`config.mk`:
```
export PLATFORM = sky130hd
export DESIGN_NAME = switch_debouncer_flat
export DESIGN_NICKNAME = d
export VERILOG_FILES = /design/src/rtl/switch_debouncer_if.sv /design/src/rtl/switch_debouncer.sv /design/src/flat_wrapper.sv
export SDC_FILE = /design/constraint.sdc
export NUM_CORES = 1
export LEC_CHECK = 0
export CAP_MARGIN = 15
export CORE_MARGIN = 5
export CORE_UTILIZATION = 65
export DETAILED_ROUTE_END_ITERATION = 12
export PLACE_DENSITY = 0.95
export SYNTH_ARGS = -nofsm -noshare
export SYNTH_HDL_FRONTEND = slang
export SYNTH_SLANG_ARGS = --single-unit
```
`constraint.sdc`:
```
create_clock -name clk -period 23.3 [get_ports clk]
set_input_delay 2.33 -clock clk [delete_from_list [all_inputs] [get_ports clk]]
set_output_delay 2.33 -clock clk [all_outputs]
set_load 0.005 [all_outputs]
```
`src/rtl/switch_debouncer_if.sv`:
```
// Switch conditioning bus: raw switch pins and the write-one-to-clear control
// flow into the debouncer; debounced level, edge pulses and sticky change
// flags flow back out to the MMIO side.
interface switch_debouncer_if #(
    parameter int WIDTH = 10
);
    logic [WIDTH-1:0] sw_raw;
    logic [WIDTH-1:0] clr_changed;
    logic [WIDTH-1:0] sw_clean;
    logic [WIDTH-1:0] sw_rise;
    logic [WIDTH-1:0] sw_fall;
    logic [WIDTH-1:0] sw_changed;

    // Environment side: drives the pins and the clear strobe, reads results.
    modport master (
        output sw_raw,
        output clr_changed,
        input  sw_clean,
        input  sw_rise,
        input  sw_fall,
        input  sw_changed
    );

    // Debouncer side.
    modport slave (
        input  sw_raw,
        input  clr_changed,
        output sw_clean,
        output sw_rise,
        output sw_fall,
        output sw_changed
    );
endinterface

```
`src/rtl/switch_debouncer.sv`:
```
// Slide-switch conditioner. Each bit passes through a two-flop synchronizer
// and then a stability counter. A new level is accepted only after it has
// disagreed with the current debounced level for DEBOUNCE_CYCLES consecutive
// edges. The accept edge also raises a one-cycle rise/fall pulse and sets a
// sticky changed flag, which software clears with a write-one-to-clear strobe.
// All outputs come straight from flops.
module switch_debouncer #(
    parameter int WIDTH           = 10,
    parameter int DEBOUNCE_CYCLES = 500000
) (
    input  logic                clk,
    input  logic                reset,
    switch_debouncer_if.slave   sw_bus
);

    localparam int CNT_W = $clog2(DEBOUNCE_CYCLES + 1);
    // Terminal count: the mismatch edge that sees this value accepts the level.
    localparam logic [CNT_W-1:0] CNT_MAX_C  = CNT_W'(DEBOUNCE_CYCLES - 1);
    localparam logic [CNT_W-1:0] CNT_ONE_C  = CNT_W'(32'd1);
    localparam logic [CNT_W-1:0] CNT_ZERO_C = {CNT_W{1'b0}};

    // Synchronizer stages; sync1_r is the only flop that sees sw_raw.
    logic [WIDTH-1:0] sync1_r;
    logic [WIDTH-1:0] sync2_r;

    // Per-bit stability counters, saturating at CNT_MAX_C.
    logic [CNT_W-1:0] cnt_r [WIDTH];
    logic [CNT_W-1:0] cnt_nxt_s [WIDTH];

    // Registered outputs.
    logic [WIDTH-1:0] clean_r;
    logic [WIDTH-1:0] rise_r;
    logic [WIDTH-1:0] fall_r;
    logic [WIDTH-1:0] changed_r;

    // Bits whose new level is accepted on the coming edge.
    logic [WIDTH-1:0] accept_s;
    logic [WIDTH-1:0] mismatch_s;

    assign mismatch_s = sync2_r ^ clean_r;

    // Next-count and accept decision for every bit, each bit independent.
    always_comb begin
        accept_s = {WIDTH{1'b0}};
        for (int i = 0; i < WIDTH; i++) begin
            cnt_nxt_s[i] = CNT_ZERO_C;
            if (!mismatch_s[i]) begin
                cnt_nxt_s[i] = CNT_ZERO_C;
            end else if (cnt_r[i] == CNT_MAX_C) begin
                // Level held long enough: accept it and rearm the counter.
                cnt_nxt_s[i] = CNT_ZERO_C;
                accept_s[i]  = 1'b1;
            end else begin
                cnt_nxt_s[i] = cnt_r[i] + CNT_ONE_C;
            end
        end
    end

    // Synchronizer, counters, debounced level, edge pulses and sticky flags.
    always_ff @(posedge clk or posedge reset) begin
        if (reset) begin
            sync1_r   <= {WIDTH{1'b0}};
            sync2_r   <= {WIDTH{1'b0}};
            clean_r   <= {WIDTH{1'b0}};
            rise_r    <= {WIDTH{1'b0}};
            fall_r    <= {WIDTH{1'b0}};
            changed_r <= {WIDTH{1'b0}};
            for (int i = 0; i < WIDTH; i++) begin
                cnt_r[i] <= CNT_ZERO_C;
            end
        end else begin
            sync1_r   <= sw_bus.sw_raw;
            sync2_r   <= sync1_r;
            // An accepted bit always flips, since acceptance implies mismatch.
            clean_r   <= clean_r ^ accept_s;
            rise_r    <= accept_s & sync2_r;
            fall_r    <= accept_s & ~sync2_r;
            // Set has priority over a simultaneous clear so no toggle is lost.
            changed_r <= (changed_r & ~sw_bus.clr_changed) | accept_s;
            for (int i = 0; i < WIDTH; i++) begin
                cnt_r[i] <= cnt_nxt_s[i];
            end
        end
    end

    assign sw_bus.sw_clean   = clean_r;
    assign sw_bus.sw_rise    = rise_r;
    assign sw_bus.sw_fall    = fall_r;
    assign sw_bus.sw_changed = changed_r;

endmodule
```
`src/flat_wrapper.sv`:
```
// flat-port wrapper written by rule: the top's interface ports become plain ports
module switch_debouncer_flat 
#(
    parameter int WIDTH           = 10,
    parameter int DEBOUNCE_CYCLES = 500000
)
  (clk, reset, sw_bus_sw_raw, sw_bus_clr_changed, sw_bus_sw_clean, sw_bus_sw_rise, sw_bus_sw_fall, sw_bus_sw_changed);
  switch_debouncer_if #(.WIDTH(WIDTH)) sw_bus_i ();
  input  logic clk;
  input  logic reset;
  input wire logic [$bits(sw_bus_i.sw_raw)-1:0] sw_bus_sw_raw;
  input wire logic [$bits(sw_bus_i.clr_changed)-1:0] sw_bus_clr_changed;
  output wire logic [$bits(sw_bus_i.sw_clean)-1:0] sw_bus_sw_clean;
  output wire logic [$bits(sw_bus_i.sw_rise)-1:0] sw_bus_sw_rise;
  output wire logic [$bits(sw_bus_i.sw_fall)-1:0] sw_bus_sw_fall;
  output wire logic [$bits(sw_bus_i.sw_changed)-1:0] sw_bus_sw_changed;
  assign sw_bus_i.sw_raw = sw_bus_sw_raw;
  assign sw_bus_i.clr_changed = sw_bus_clr_changed;
  assign sw_bus_sw_clean = sw_bus_i.sw_clean;
  assign sw_bus_sw_rise = sw_bus_i.sw_rise;
  assign sw_bus_sw_fall = sw_bus_i.sw_fall;
  assign sw_bus_sw_changed = sw_bus_i.sw_changed;
  switch_debouncer #(.WIDTH(WIDTH), .DEBOUNCE_CYCLES(DEBOUNCE_CYCLES)) u_core (.clk(clk), .reset(reset), .sw_bus(sw_bus_i));
endmodule
```
==> metrics.yaml <==
antenna_found_initial: 0
place_congestion: 0.8598
wire_per_inst_um: 16.95
postCtsSetupRepairBufs: 0
instances_no_fill: 1454
worstMarginPinSlew_ns: 1.098
ff_latch_area_sq_mm: 0.006256
synth-edff-count: 0
holdPathStages: 0
end_kind: "output port"
grt_pass1_wl_um: 41750
yosys.area.top_type: "dfrtp_1"
startpoint_type: "flip-flop"
synth-simple-area-share: 0.2582
die_h_um: 143.4
r2r_setup_slack_ns: 21.00
synth_compound_area_frac: 0.05563
stdcell_area_sq_mm: 0.01335
via_per_inst: 6.256
setup_violations: 0
finalHoldViolations: 0
critPathMaxStageDelay_ns: 0.55
syn2layout_area_growth_pct: 15.43
multi_input_area_sq_mm: 0.005040
synth_top_family_by_area: "simple AND/OR/NAND/NOR gates"
max-cap-violations: 0
power.net_switching_mw: 0.1920
yosysWarnings: 0
grt_pass1_vias: 8862
synthTopCellsByArea: "dfrtp_1 54%, xnor2_1 6.0%, nor2_1 5.0%, xor2_1 4.2%, nand4_1 3.5%"
crit_chain: "clkdlybuf4s50_1"
combPwrFrac: 0.033
place_hpwl_um: 15520
fin_crit_sh: 0.1645
clock_latency_ns: 0.54
numCtsBuffers: 26
grt_max_degree: 168
io-pin-count: 62
cts_resized: 0
rsz0062_at_grt: "no"
dr.first_iter.drc_count: 894
async_flop_share: 1.000
ys_ff_latch: 250
rr_endpoint: "u_core.cnt_r[85]"
hold_path.class: "reg -> reg"
track_usage: 0.2423
drv_slew: 0
nets: 1243
cp_max_fo: 5
clk_path_buf_depth: 3
fill_cells: 1041
synth_fa_ha_area_frac: 0.01082
switching_share: 0.2157
core_sq_mm: 0.01736
initial_utilization: 0.6661
cts-root-buf: "clkbuf_16"
io_buffers: 61
clkSlewWorstSetupHoldPaths_ns: 0.06
worstPathRequired_ns: 20.97
synth_xor_area_frac: 0.1015
htreeDepth: 1
drc: 0
p_per_area_mw_per_mm2: 66.68
drive_above_1_share: 0.06591
p_int_mw: 0.6979
wl_um: 24640
yosysTopAreaCellShare: 0.5411
critPathKind: "reg -> out"
synth_seq_area_share: 0.5411
r2r_cells: 5
netlist_area_sq_mm: 0.01156
synth.area.mux_share: 0.009740
pwr-share-clk: 0.465
cts_tree: "done"
r2r-start: "u_core.cnt_r[76]"
leakage_nw: 5.338
relSlewSlack: 0.2632
via_count: 9096
antenna_left: 0
placed_cell_area_sq_mm: 0.01236
syn_avg_cell_area_sq_um: 10.17
die_area_sq_mm: 0.02055
netlist_instances: 1137
antenna_cells: 0
arrival_ns: 1.50
clock-sinks: 250
synth_cell_types: 42
hold_buffers: 0
setup-tns-final_ns: 0
hp-start: "u_core.sync1_r[2]"
pwr-share-seq: 0.502
skew_ns: 0.01083
dr.pass1.iters: 5
post-place-cells: 1398
die_w_um: 143.4
vdd_ir_drop_max_mv: 0.06200
cpLargestDelayFamily: "buffers and inverters"
fmax_mhz: 260.8
grt_overflow: 0
cp_num_buf_inv: 1
slowest_stage: "clkdlybuf4s50_1"
status: "completed"
synth_nets: 1169
period_minus_slack_ns: 3.834
synthFlopType: "dfrtp_1"
row_count: 48
whs_endpoint: "u_core.sync2_r[2]"
==> cells in the final DEF, fill, tap and decap left out, drive strengths merged, types with 3 or more instances in the layout <==
cell type	netlist	routed
a21oi	45	45
a31o	3	3
and2	4	4
and3	23	23
and4	17	17
buf	8	11
clkbuf	18	38
clkdlybuf4s50	0	61
clkinv	0	3
dfrtp	250	250
ha	10	10
inv	42	43
mux2	10	10
nand2	67	67
nand3	65	65
nand4	64	64
nor2	155	155
nor3	26	26
nor3b	27	27
nor4	23	23
nor4b	15	15
o21ai	29	29
o22ai	10	10
o31ai	18	18
or2	10	10
or3	29	29
or4	20	20
xnor2	79	79
xor2	55	55
==> metal layers <==
layer  global-route usage  routed length, um
met1               0.3205               9878
met2               0.4204              12550
met3              0.03960               1525
met4              0.06492                690
met5                    0                  0
==> synthesized netlist by cell type, drive strengths merged (3+ instances only) <==
cell,count
a21oi,45
and4,17
and3,23
ha,10
mux2,10
o31ai,18
nand3,65
nor4,23
nor3,26
buf,8
nor4b,15
a31o,3
o21ai,29
o22ai,10
inv,42
and2,4
or4,20
or2,10
nand4,64
clkbuf,18
xnor2,79
dfrtp,250
nand2,67
or3,29
nor3b,27
nor2,155
xor2,55
==> how the worst max path moves through the flow <==
stage / slack [ns] / cells after the start / to
after floorplan: 14.10 / 1 / asynchronous set/reset pin
after global placement: 18.50 / 3 / u_core.cnt_r[154]
after detailed placement: 18.49 / 3 / u_core.cnt_r[154]
after CTS: 19.04 / 3 / u_core.cnt_r[165]
after global routing: 19.23 / 5 / u_core.cnt_r[156]
final: 19.47 / 1 / sw_bus_sw_clean[7]
==> per-stage QoR <==
stage	power, mW	worst slack [ns]	util	hold WS, ns
3_3_place_gp	0.4801	18.50	0.7122	0.3333
3_5_place_dp	0.4815	18.49	0.7122	0.3358
4_1_cts	0.8939	19.04	0.7620	0.3497
5_1_grt	0.9228	19.23	0.7689	0.3614
6_report	0.8899	19.47	0.7689	0.3485
2_1_floorplan	0.4711	14.10	-	0.3312
==> final cells by class <==
| cell class | count | share of cell area |
|---|---|---|
| timing repair buffer | 72 | 0.05522 |
| inverter | 42 | 0.01238 |
| tap | 225 | 0.02110 |
| sequential | 250 | 0.4688 |
| multi-input combinational | 819 | 0.3776 |
| clock inverter | 8 | 0.008251 |
| clock buffer | 38 | 0.05663 |
==> cells by family after synthesis <==
family	Yosys count
xor gates and xnor gates	134
adders and majority gates	10
AOI/OAI and AO/OA	109
muxes	10
DFF	250
and+or+nand+nor	556
buffers and inverters	68
==> sequential cells by signal (all words and copies together), names as in the netlist, named ones only <==
signal                    flops
u_core.sync2_r               10
u_core.cnt_r                190
u_core.sw_bus.sw_changed     10
u_core.sync1_r               10
u_core.sw_bus.sw_rise        10
u_core.sw_bus.sw_fall        10
==> power by group through the flow <==
stage                     clock network (mW)  registers, mW  logic, mW
after floorplan                            0          0.453     0.0183
after CTS                              0.419          0.447     0.0275
after detailed placement                   0          0.455     0.0268
after global placement                     0          0.454     0.0260
after global routing                   0.442          0.448     0.0335
final                                  0.414          0.447     0.0291
No activity file was read; power rests on OpenSTA's default activity.
